===== src/rtl/apb_controller.sv =====
// Purpose : bridge-side APB master FSM; turns decoded AHB requests into APB SETUP/ACCESS pairs.
// Latency : read = SETUP, ACCESS (1 stall cycle); write = WWAIT, SETUP, ACCESS (2 stall cycles).
// Backpres: hready_out is low in WWAIT/SETUP; new requests are accepted only in IDLE or ACCESS.
//
// Ports:
//   hclk, hresetn            clock (rising edge), asynchronous active-low reset
//   valid, haddr, hwrite,    AHB address phase of a request aimed at an APB slave
//   tempselx                 one-hot slave select from the address decoder
//   hwdata                   AHB write data, stable for the whole write data phase
//   prdata                   read data returned by the APB interface stage
//   pwrite, penable, psel,   APB master signals, all driven from state/latch registers
//   paddr, pwdata
//   hready_out, hrdata       AHB data-phase completion and read data
module apb_controller #(
  parameter int ADDR_WIDTH = 32,
  parameter int DATA_WIDTH = 32,
  parameter int SEL_WIDTH  = 3
) (
  input  logic                  hclk,
  input  logic                  hresetn,
  input  logic                  valid,
  input  logic [ADDR_WIDTH-1:0] haddr,
  input  logic                  hwrite,
  input  logic [SEL_WIDTH-1:0]  tempselx,
  input  logic [DATA_WIDTH-1:0] hwdata,
  input  logic [DATA_WIDTH-1:0] prdata,
  output logic                  pwrite,
  output logic                  penable,
  output logic [SEL_WIDTH-1:0]  psel,
  output logic [ADDR_WIDTH-1:0] paddr,
  output logic [DATA_WIDTH-1:0] pwdata,
  output logic                  hready_out,
  output logic [DATA_WIDTH-1:0] hrdata
);

  typedef enum logic [1:0] {
    IDLE   = 2'd0,
    WWAIT  = 2'd1,
    SETUP  = 2'd2,
    ACCESS = 2'd3
  } state_t;

  state_t                 state_q;
  state_t                 state_d;

  logic [ADDR_WIDTH-1:0]  addr_q;
  logic [SEL_WIDTH-1:0]   sel_q;
  logic                   write_q;
  logic [DATA_WIDTH-1:0]  wdata_q;

  // Request capture strobe: a new AHB address phase is only consumed while
  // hready_out is high, i.e. in IDLE or in the closing ACCESS cycle.
  logic                   take_req;
  // Write data capture strobe: the AHB data phase of a write is in progress
  // during WWAIT, and the master holds hwdata stable because we stall it.
  logic                   take_wdata;

  always_ff @(posedge hclk or negedge hresetn) begin
    if (!hresetn) begin
      state_q <= IDLE;
    end else begin
      state_q <= state_d;
    end
  end

  always_comb begin
    state_d    = state_q;
    take_req   = 1'b0;
    take_wdata = 1'b0;
    case (state_q)
      IDLE: begin
        if (valid) begin
          take_req = 1'b1;
          state_d  = hwrite ? WWAIT : SETUP;
        end
      end
      WWAIT: begin
        take_wdata = 1'b1;
        state_d    = SETUP;
      end
      SETUP: begin
        state_d = ACCESS;
      end
      ACCESS: begin
        // Chaining straight into the next transfer avoids an IDLE bubble.
        if (valid) begin
          take_req = 1'b1;
          state_d  = hwrite ? WWAIT : SETUP;
        end else begin
          state_d = IDLE;
        end
      end
      default: begin
        state_d = IDLE;
      end
    endcase
  end

  always_ff @(posedge hclk or negedge hresetn) begin
    if (!hresetn) begin
      addr_q  <= '0;
      sel_q   <= '0;
      write_q <= 1'b0;
    end else if (take_req) begin
      addr_q  <= haddr;
      sel_q   <= tempselx;
      write_q <= hwrite;
    end
  end

  always_ff @(posedge hclk or negedge hresetn) begin
    if (!hresetn) begin
      wdata_q <= '0;
    end else if (take_wdata) begin
      wdata_q <= hwdata;
    end
  end

  // APB side: everything comes from flops, so no decode glitches reach the
  // slaves. The latches only change on the edge that leaves IDLE/ACCESS/WWAIT,
  // so paddr/pwrite/pwdata are stable across each SETUP+ACCESS pair.
  logic in_xfer;
  assign in_xfer = (state_q == SETUP) || (state_q == ACCESS);

  assign psel    = in_xfer ? sel_q : '0;
  assign penable = (state_q == ACCESS);
  assign pwrite  = write_q;
  assign paddr   = addr_q;
  assign pwdata  = wdata_q;

  // AHB side: the data phase finishes in IDLE (nothing pending) or ACCESS.
  assign hready_out = (state_q == IDLE) || (state_q == ACCESS);

  // Read data is a straight pass-through during a read ACCESS so the master
  // captures it on the same edge that closes the APB transfer.
  assign hrdata = ((state_q == ACCESS) && !write_q) ? prdata : '0;

endmodule


===== config.mk =====
export PLATFORM = sky130hd
export DESIGN_NAME = apb_controller
export DESIGN_NICKNAME = d
export VERILOG_FILES = /design/src/rtl/apb_controller.sv
export SDC_FILE = /design/constraint.sdc
export NUM_CORES = 1
export LEC_CHECK = 0
export BUFFER_PORTS_ARGS = -buffer_cell sky130_fd_sc_hd__buf_2
export CAP_MARGIN = 25
export CORE_MARGIN = 2
export CORE_UTILIZATION = 45
export CTS_BUF_LIST = sky130_fd_sc_hd__clkbuf_16
export DETAILED_ROUTE_END_ITERATION = 10
export PLACE_DENSITY = 0.83
export SLEW_MARGIN = 25
export SYNTH_ARGS = -nofsm -noshare
export SYNTH_HDL_FRONTEND = slang
export SYNTH_SLANG_ARGS = --single-unit

===== constraint.sdc =====
create_clock -name hclk -period 4.65 [get_ports hclk]
set_input_delay 1.395 -clock hclk [delete_from_list [all_inputs] [get_ports hclk]]
set_output_delay 1.395 -clock hclk [all_outputs]
set_load 0.01 [all_outputs]

==> flow_summary.toml, run 1 <==
[synthesis]
syn_nets = 314
yosys_warnings = 0
syn_area_sq_um = 3120
synth_area_per_cell_sq_um = 15.1
seq_area_frac_synth_pct = 56.2
synthesis.instances = 206
synth_cell_types = 21
ys_seq_elements = 70

[pwr]
power_per_cell_area_nw_per_um2 = 716
ir_worst_vdd_mv = 0.387
total_leakage_power_uw = 0.00239

[finish]
final_cell_mix = "sky130_fd_sc_hd__buf_2 (204), sky130_fd_sc_hd__dfrtp_1 (70), sky130_fd_sc_hd__mux2_2 (38)"
layout-drive-gt1-share_pct = 69.6
diodes = 0
fin_nets = 521
layout.cells.most_common = "sky130_fd_sc_hd__buf_2"
postLayoutCoreUtil_pct = 65.9
syn2layout_area_growth_pct = 42.7
filler_cell_count = 527

[critical_path]
crit_family = "simple AND/OR/NAND/NOR gates"
crit_path_end_kind = "output pin"
crit_path_max_incr_delay_ns = 0.56
critical_path_peak_fanout = 32
cp_data_arrival_time_ns = 1.88
worstSetupPathType = "reg2out"
critPathBufInv = 1
slowest_stage = "sky130_fd_sc_hd__and2b_1"
start_kind = "flop"
critical_path_required_ns = 3.25
cp_cell_sequence = "ha_1 > and2b_1 > and2_1 > buf_2"

[timing]
setup-tns-final_ns = 0
fmax_mhz = 306
setup_viol = 0
timing.slew.headroom_pct = 40.1
slew_violations = 0
finalHoldViolations = 0
period_share_pct = 70.4
max_slew.worst_pin.slew_ns = 0.898
timing.clock.skew_ns = 0.00503
rsz0062_at_grt = "no"
final_period_minus_worst_setup_slack_ns = 3.27

[detailed_routing]
drc_errors = 0
antenna_left = 0
dr.pass1.iters = 4
routedWlPerCell_um = 14.9
routed_wirelength_mm = 7.40
dr_total_vias = 2358
vias_per_cell = 4.73
drt_iter0_markers = 71

[global_route]
number_of_global_route_vias_before_repair = 2244
residual_overflow_from_global_routing = 0
initial_antenna_violation_count = 0
global_route_wire_length_before_repair_mm = 10.9
pin_count_of_the_biggest_net_entering_global_routing = 42
globalRouteTotalUtil_pct = 19.0

[clock_tree]
post_cts.repair.setup_buffers = 0
post_cts_resize_count = 0
clock_tree.buffer_depth = 2
clk_root_buffer_cell = "sky130_fd_sc_hd__clkbuf_16"
clk_transition_reported_paths_ns = 0.05
worst_skew_late_latency_ns = 0.32
cts_tree = "built"
cts_buffers = 9
cts.sink_count = 70
cts_hold_buffers = 0
htree_num_levels = 3

[floorplanning]
coreArea_sq_um = 6760
vertical_die_dimension_um = 87.2
floorplan.die_area_sq_um = 7610
fp-row-count = 30
ioPinCount = 205
die_width_um = 87.2
floorplan.initialDensity_pct = 46.1

[place]
place_hpwl_mm = 5.75
globalplace.congestion = 0.795
port_buffers = 204

[outcome]
run_status = "complete, no violations"

[min_path]
hold_class = "reg2reg"

[run]
cap_violations = 0
-- cells by family after synthesis --
| logic type | share of synthesized area (%) |
|---|---|
| muxes | 28.2 |
| adders and majority gates | 2.01 |
| buffers and inverters | 3.77 |
| AOI/OAI and AO/OA | 1.44 |
| and+or+nand+nor | 8.43 |
| DFF | 56.2 |
-- routing by layer --
metal,share of wire [%],vias up,GRT usage [%]
met1,36,1118,20.1
met4,1.7,0,7.27
met2,54,116,35.3
met5,0,-,0
met3,7.4,11,5.40
li1,-,1113,-
-- layout make-up --
class | instances | area (sq um) | area share (%)
multi-input combinational | 121 | 1250 | 28.1
clock buffer | 9 | 225 | 5.06
clock inverter | 7 | 65.1 | 1.46
tap | 80 | 100 | 2.25
inverter | 4 | 15.0 | 0.337
timing repair buffer | 207 | 1040 | 23.5
sequential | 70 | 1750 | 39.4
-- worst paths after layout --
kind / cells after the start / to / startpoint / slack [ns]
min reg2reg: 1 / pwdata[1] / pwdata[1] / 0.50
min in group asynchronous: 1 / pwdata[19] / hresetn / 1.20
max: 4 / hrdata[12] / state_q[0] / 1.38
min: 1 / pwdata[1] / pwdata[1] / 0.50
max reg2reg: 5 / paddr[3] / state_q[0] / 2.28
max in group asynchronous: 2 / paddr[29] / hresetn / 2.52
-- per-stage QoR --
stage                     hold WS, ns  instances  total power (uW)  setup slack, ns  area (sq um)
final                           0.498        498              3190             1.38          4450
after global routing            0.516        498              3380             1.19          4450
after floorplan                 0.474        206              2080             1.71          3120
after global placement          0.484        482              2500             1.50          4160
after detailed placement        0.486        482              2560             1.49          4160
after CTS                       0.502        498              3220             1.32          4450
-- cell usage after synthesis --
cell / instances / area share, %
sky130_fd_sc_hd__and2b_1: 1 / 0.24
sky130_fd_sc_hd__nor2b_1: 3 / 0.60
sky130_fd_sc_hd__o21a_1: 1 / 0.24
sky130_fd_sc_hd__nor3_1: 1 / 0.16
sky130_fd_sc_hd__and2_1: 32 / 6.4
sky130_fd_sc_hd__inv_1: 4 / 0.48
sky130_fd_sc_hd__mux2_2: 38 / 14
sky130_fd_sc_hd__o221ai_1: 1 / 0.28
sky130_fd_sc_hd__dfrtp_1: 70 / 56
sky130_fd_sc_hd__nor2_1: 3 / 0.36
sky130_fd_sc_hd__clkbuf_1: 3 / 0.36
sky130_fd_sc_hd__ha_1: 5 / 2.0
sky130_fd_sc_hd__o32ai_1: 1 / 0.28
sky130_fd_sc_hd__buf_12: 3 / 1.9
sky130_fd_sc_hd__nand2b_1: 1 / 0.20
sky130_fd_sc_hd__buf_2: 4 / 0.64
sky130_fd_sc_hd__a21oi_1: 2 / 0.32
sky130_fd_sc_hd__buf_6: 1 / 0.36
sky130_fd_sc_hd__o21ba_2: 1 / 0.32
sky130_fd_sc_hd__mux2_4: 30 / 14
sky130_fd_sc_hd__nor2b_4: 1 / 0.44
-- report_power, final --
part | switching (uW) | leakage [uW] | internal (uW)
Clock | 243 | 0.000133 | 410
Sequential | 163 | 0.000824 | 930
Combinational | 642 | 0.00143 | 797
-- flip-flops by register name (all words and copies together), names as in the netlist --
name and flops:
pwdata 32, state_q 2, paddr 32, pwrite 1, sel_q 3
No activity file was read; power rests on OpenSTA's default activity.
==> inputs of run 2 (changes only) <==
--- a/config.mk
+++ b/config.mk
@@ -8,10 +8,10 @@
 export BUFFER_PORTS_ARGS = -buffer_cell sky130_fd_sc_hd__buf_2
 export CAP_MARGIN = 25
 export CORE_MARGIN = 2
-export CORE_UTILIZATION = 45
+export CORE_UTILIZATION = 42
 export CTS_BUF_LIST = sky130_fd_sc_hd__clkbuf_16
 export DETAILED_ROUTE_END_ITERATION = 10
-export PLACE_DENSITY = 0.83
+export PLACE_DENSITY = 0.78
 export SLEW_MARGIN = 25
 export SYNTH_ARGS = -nofsm -noshare
 export SYNTH_HDL_FRONTEND = slang
==> constraint.sdc (replaced) <==
create_clock -name hclk -period 3.05 [get_ports hclk]
set_input_delay 0.915 -clock hclk [delete_from_list [all_inputs] [get_ports hclk]]
set_output_delay 0.915 -clock hclk [all_outputs]
set_load 0.01 [all_outputs]
==> run 2 against run 1 <==
Clock power grew 73%. Critical path depth stayed put. Global-route usage rose by 0.20 points. Flip-flop and latch count stayed put. Via count increased by 1.8%. Core utilization fell by 3.1 points. Clock skew grew 0.0017 ns. Clock-buffer cell count is the same. Non-clock buffer count did not move. Power rose by 57%. Critical path type unchanged.
==> flow_summary.toml, run 2 (same netlist as run 1, synthesis figures left out) <==
[outcome]
run_status = "complete, no violations"

[pwr]
comb_power_share_pct = 44.1
power_per_cell_area_nw_per_um2 = 1100
p_int_uw = 3360
switching_share_pct = 32.7
pwr-share-clk_pct = 22.6
total_leakage_power_uw = 0.00242
net-switching-power_uw = 1630
ir_worst_vdd_mv = 0.535
seq_power_share_pct = 33.3

[finish]
layout.cells.most_common = "sky130_fd_sc_hd__buf_2"
multiInputGateArea_sq_um = 1250
final-seq-area_sq_um = 1750
filler_cell_count = 582
layout-drive-gt1-share_pct = 70.1
fin_nets = 521
syn2layout_area_growth_pct = 45.2
final_cell_mix = "sky130_fd_sc_hd__buf_2 (204), sky130_fd_sc_hd__dfrtp_1 (70), sky130_fd_sc_hd__mux2_2 (38)"
postLayoutCoreUtil_pct = 62.7

[timing]
setup_viol = 0
setup-tns-final_ns = 0
timing.slew.headroom_pct = 55.4
finalHoldViolations = 0
fmax_mhz = 359
period_share_pct = 91.2
rsz0062_at_grt = "no"
final_period_minus_worst_setup_slack_ns = 2.78
layout_setup_ws_ns = 0.267
timing.clock.skew_ns = 0.00672
slew_violations = 0
max_slew.worst_pin.slew_ns = 0.668

[critical_path]
crit_family = "simple AND/OR/NAND/NOR gates"
critical_path_required_ns = 2.13
start_kind = "flop"
worstSetupPathType = "reg2out"
startpoint = "state_q[1]"
slowest_stage = "sky130_fd_sc_hd__and2b_1"
crit_path_max_incr_delay_ns = 0.56
cp_data_arrival_time_ns = 1.87
crit-reg2reg-launch = "state_q[0]"
critical_path_peak_fanout = 32
crit_path_end_kind = "output pin"
cp_cell_sequence = "ha_1 > and2b_1 > and2_1 > buf_2"
critPathBufInv = 1

[clock_tree]
clk_root_buffer_cell = "sky130_fd_sc_hd__clkbuf_16"
htree_num_levels = 3
post_cts_resize_count = 0
cts_buffers = 9
clk_transition_reported_paths_ns = 0.06
clock_tree.buffer_depth = 2
worst_skew_late_latency_ns = 0.32
cts.sink_count = 70
post_cts.repair.setup_buffers = 0
cts_hold_buffers = 0
cts_tree = "built"

[detailed_routing]
routedWlPerCell_um = 14.8
routed_wirelength_mm = 7.67
dr.pass1.iters = 4
vias_per_cell = 4.63
antenna_left = 0
drt_iter0_markers = 35
drc_errors = 0
dr_total_vias = 2400

[place]
globalplace.congestion = 0.760
place_hpwl_mm = 5.98
port_buffers = 204
detailedPlace.worstSlack_ns = 0.593

[floorplanning]
fp-row-count = 31
floorplan.die_area_sq_um = 8130
ioPinCount = 205
coreArea_sq_um = 7210
floorplan.initialDensity_pct = 43.2
die_width_um = 90.2
vertical_die_dimension_um = 90.2

[global_route]
number_of_global_route_vias_before_repair = 2438
initial_antenna_violation_count = 1
globalRouteTotalUtil_pct = 19.2
global_route_wire_length_before_repair_mm = 12.2
residual_overflow_from_global_routing = 0
pin_count_of_the_biggest_net_entering_global_routing = 43

[run]
cap_violations = 0

[min_path]
hold_class = "reg2reg"
worst_hold_startpoint = "pwdata[16]"
run 2: changes by cell type in the layout (fill, tap and decap cells not counted):
cell,change
sky130_fd_sc_hd__buf_4,-1
sky130_fd_sc_hd__diode_2,+1
sky130_fd_sc_hd__clkinv_2,-1
sky130_fd_sc_hd__clkinv_1,-2
sky130_fd_sc_hd__inv_8,+1
sky130_fd_sc_hd__clkinvlp_4,-1
sky130_fd_sc_hd__bufinv_16,+1
sky130_fd_sc_hd__inv_6,+2
sky130_fd_sc_hd__buf_12,+1
run 2: routing by layer:
layer / part of all wire, % / global-route usage [%] / up-vias
met5: 0 / 0 / -
met4: 3.8 / 10.1 / 0
met3: 7.4 / 5.03 / 18
met2: 53 / 35.1 / 119
met1: 36 / 20.1 / 1152
li1: - / - / 1111
run 2: power groups by stage:
stage	Clock, uW	Sequential [uW]	Combinational [uW]
global placement	0	1660	2170
global route	1200	1740	2370
floorplan	0	1870	1300
CTS	1160	1670	2240
finish	1130	1660	2200
detailed placement	0	1670	2230
run 2: area by class of cell:
class	instances	area share, %
timing repair buffer	207	23.3
multi-input combinational	121	27.6
antenna	1	0.0553
clock inverter	7	2.29
tap	99	2.74
sequential	70	38.7
inverter	4	0.332
clock buffer	9	4.98
run 2: worst paths after layout:
check / depth (start not counted) / slack, ns / endpoint
min in group asynchronous: 1 / 0.62 / pwdata[5]
worst min-delay path: 1 / 0.50 / pwdata[16]
worst max-delay path: 4 / 0.27 / hrdata[30]
max in group asynchronous: 2 / 1.76 / pwdata[16]
worst max register to register: 5 / 1.05 / paddr[20]
worst min register to register: 1 / 0.50 / pwdata[16]
run 2: metrics by stage:
step	instance area (sq um)	instances	total power [uW]	hold slack [ns]
floorplan	3120	206	3170	0.474
global placement	4200	501	3820	0.486
detailed placement	4200	501	3910	0.490
CTS	4520	517	5070	0.503
global route	4530	518	5310	0.509
finish	4530	518	4990	0.500
==> inputs of run 3 (changes only) <==
--- a/config.mk
+++ b/config.mk
@@ -5,13 +5,14 @@
 export SDC_FILE = /design/constraint.sdc
 export NUM_CORES = 1
 export LEC_CHECK = 0
+export ABC_AREA = 1
 export BUFFER_PORTS_ARGS = -buffer_cell sky130_fd_sc_hd__buf_2
 export CAP_MARGIN = 25
 export CORE_MARGIN = 2
-export CORE_UTILIZATION = 42
+export CORE_UTILIZATION = 43
 export CTS_BUF_LIST = sky130_fd_sc_hd__clkbuf_16
 export DETAILED_ROUTE_END_ITERATION = 10
-export PLACE_DENSITY = 0.78
+export PLACE_DENSITY = 0.79
 export SLEW_MARGIN = 25
 export SYNTH_ARGS = -nofsm -noshare
 export SYNTH_HDL_FRONTEND = slang
==> run 3 against run 2 <==
Combinational power grew 7%. Register-to-register slack got worse by 0.16 ns. Die area grew 1.1%. Synthesized cell count grew 57%. Hold slack got worse by 0.033 ns. Non-clock buffer count increased by 3. Sequential share of layout area down 0.41 points. Final cell count up 22%. Core utilization is 0.34 points higher. Critical path type unchanged.
==> flow_summary.toml, run 3 <==
[synthesis]
synth_cell_types = 17
syn_nets = 431
ys_seq_elements = 70
synth_area_per_cell_sq_um = 10.0
synth.cells.most_frequent = "sky130_fd_sc_hd__nand2_1 (71), sky130_fd_sc_hd__dfrtp_1 (70), sky130_fd_sc_hd__nor2_1 (43), sky130_fd_sc_hd__inv_1 (41), sky130_fd_sc_hd__nand3_1 (34)"
synthesis.instances = 323
seq_area_frac_synth_pct = 54.2
yosys-top-cells-area = "sky130_fd_sc_hd__dfrtp_1 (54%), sky130_fd_sc_hd__mux2_4 (14%), sky130_fd_sc_hd__nand2_1 (8.2%), sky130_fd_sc_hd__nand3_1 (5.3%), sky130_fd_sc_hd__nor2_1 (5.0%)"
post-synth-top-count-cell = "sky130_fd_sc_hd__nand2_1"
library_cell_with_the_largest_summed_area_after_synthesis = "sky130_fd_sc_hd__dfrtp_1"
post_synth_edffs = 0
synth-main-ff-cell = "sky130_fd_sc_hd__dfrtp_1"
asyncSetResetFlopFracSynth_pct = 100
yosys_warnings = 0
synth_largest_type_area_fraction_pct = 54.2
syn_area_sq_um = 3230

[pwr]
power_per_cell_area_nw_per_um2 = 1090
ir_worst_vdd_mv = 0.485
total_leakage_power_uw = 0.00277
post-layout-total-power_uw = 5010

[finish]
post-route-cell-area_sq_um = 4580
syn2layout_area_growth_pct = 41.6
filler_cell_count = 603
final_cell_mix = "sky130_fd_sc_hd__buf_2 (204), sky130_fd_sc_hd__nand2_1 (71), sky130_fd_sc_hd__dfrtp_1 (70)"
fin_nets = 634
diodes = 0
postLayoutCoreUtil_pct = 63.1
layout.cells.most_common = "sky130_fd_sc_hd__buf_2"
layout-drive-gt1-share_pct = 49.2

[critical_path]
crit-reg2reg-launch = "state_q[0]"
crit_path_end_kind = "output pin"
cp_data_arrival_time_ns = 1.64
worstRegToRegCells = 7
endpoint = "hrdata[11]"
start_kind = "flop"
critical_path_peak_fanout = 32
worstSetupPathType = "reg2out"
critical_path.reg2reg.endpoint = "sel_q[2]"
startpoint = "state_q[0]"
critical_path_required_ns = 2.13
r2r_setup_slack_ns = 0.89

[detailed_routing]
routedWlPerCell_um = 12.5
drt_iter0_markers = 98
dr_total_vias = 2736
antenna_left = 0
vias_per_cell = 4.34
dr.pass1.iters = 5
routed_wirelength_mm = 7.89
drc_errors = 0

[floorplanning]
die_width_um = 90.7
ioPinCount = 205
floorplan.die_area_sq_um = 8220
coreArea_sq_um = 7250
fp-row-count = 31
vertical_die_dimension_um = 90.7
floorplan.initialDensity_pct = 44.5

[outcome]
run_status = "complete, no violations"

[timing]
timing.slew.headroom_pct = 52.9
finalHoldViolations = 0
setup_viol = 0
setup-tns-final_ns = 0
final_period_minus_worst_setup_slack_ns = 2.55
max_slew.worst_pin.slew_ns = 0.704
period_share_pct = 83.7
rsz0062_at_grt = "no"
slew_violations = 0
timing.clock.skew_ns = 0.00558
fmax_mhz = 392

[clock_tree]
clk_root_buffer_cell = "sky130_fd_sc_hd__clkbuf_16"
post_cts_resize_count = 0
cts_buffers = 9
worst_skew_late_latency_ns = 0.32
cts_hold_buffers = 0
cts_tree = "built"
post_cts.repair.setup_buffers = 0
clock_tree.buffer_depth = 2
cts.sink_count = 70
clk_transition_reported_paths_ns = 0.05
htree_num_levels = 3

[place]
port_buffers = 204
globalplace.congestion = 0.839
place_hpwl_mm = 5.87
total_cell_area_at_the_placement_stage_sq_um = 4280

[global_route]
initial_antenna_violation_count = 0
residual_overflow_from_global_routing = 0
globalRouteTotalUtil_pct = 19.5
global_route_wire_length_before_repair_mm = 13.0
number_of_global_route_vias_before_repair = 2646
pin_count_of_the_biggest_net_entering_global_routing = 41

[min_path]
hold_class = "reg2reg"

[run]
cap_violations = 0
-- run 3: report_power, final --
group | switching [uW] | leakage (uW) | internal (uW)
registers | 240 | 0.000841 | 1400
clock network | 382 | 0.000146 | 635
logic | 1270 | 0.00178 | 1080
total | 1890 | 0.00277 | 3120
-- run 3: critical path, stage by stage, from the launching register on --
cell                      delay, ns
sky130_fd_sc_hd__dfrtp_1       0.42
sky130_fd_sc_hd__ha_1          0.27
sky130_fd_sc_hd__nand2_1       0.09
sky130_fd_sc_hd__buf_4         0.29
sky130_fd_sc_hd__nor2_1        0.11
sky130_fd_sc_hd__buf_2         0.15
-- run 3: cells by family after synthesis --
family,share of synthesized area [%]
buffers and inverters,9.41
multiplexers,14.6
AO/OA/AOI/OAI,1.08
flip-flops,54.2
adder cells (fa/ha/maj),1.94
AND/OR/NAND/NOR,18.7
-- run 3: per-layer routing --
layer | track usage [%] | vias up | wire (um)
met1 | 26.0 | 1213 | 3480
met5 | 0 | - | 0
li1 | - | 1400 | -
met2 | 31.6 | 113 | 3760
met4 | 5.38 | 0 | 77
met3 | 5.09 | 10 | 579
-- run 3: final cells by class --
cell class | count | area (sq um) | share of cell area, %
timing repair buffer | 210 | 1070 | 23.3
tap | 99 | 124 | 2.71
clock buffer | 9 | 225 | 4.92
multi-input combinational | 193 | 1180 | 25.7
clock inverter | 7 | 73.8 | 1.61
inverter | 42 | 158 | 3.45
sequential | 70 | 1750 | 38.3
-- run 3: through the flow --
stage                     setup slack [ns]  hold WS, ns  instances
after floorplan                       1.03        0.481        323
after global placement               0.840        0.451        614
after detailed placement             0.829        0.453        614
after CTS                            0.477        0.467        630
after global routing                 0.401        0.490        630
final                                0.496        0.467        630
-- run 3: how the worst min path moves through the flow --
| stage | startpoint | end | cells after the start |
|---|---|---|---|
| global placement | paddr[31] | paddr[31] | 2 |
| CTS | paddr[3] | paddr[3] | 2 |
| finish | paddr[3] | paddr[3] | 2 |
| global route | paddr[26] | paddr[26] | 2 |
| detailed placement | paddr[3] | paddr[3] | 2 |
| floorplan | sel_q[0] | sel_q[0] | 2 |
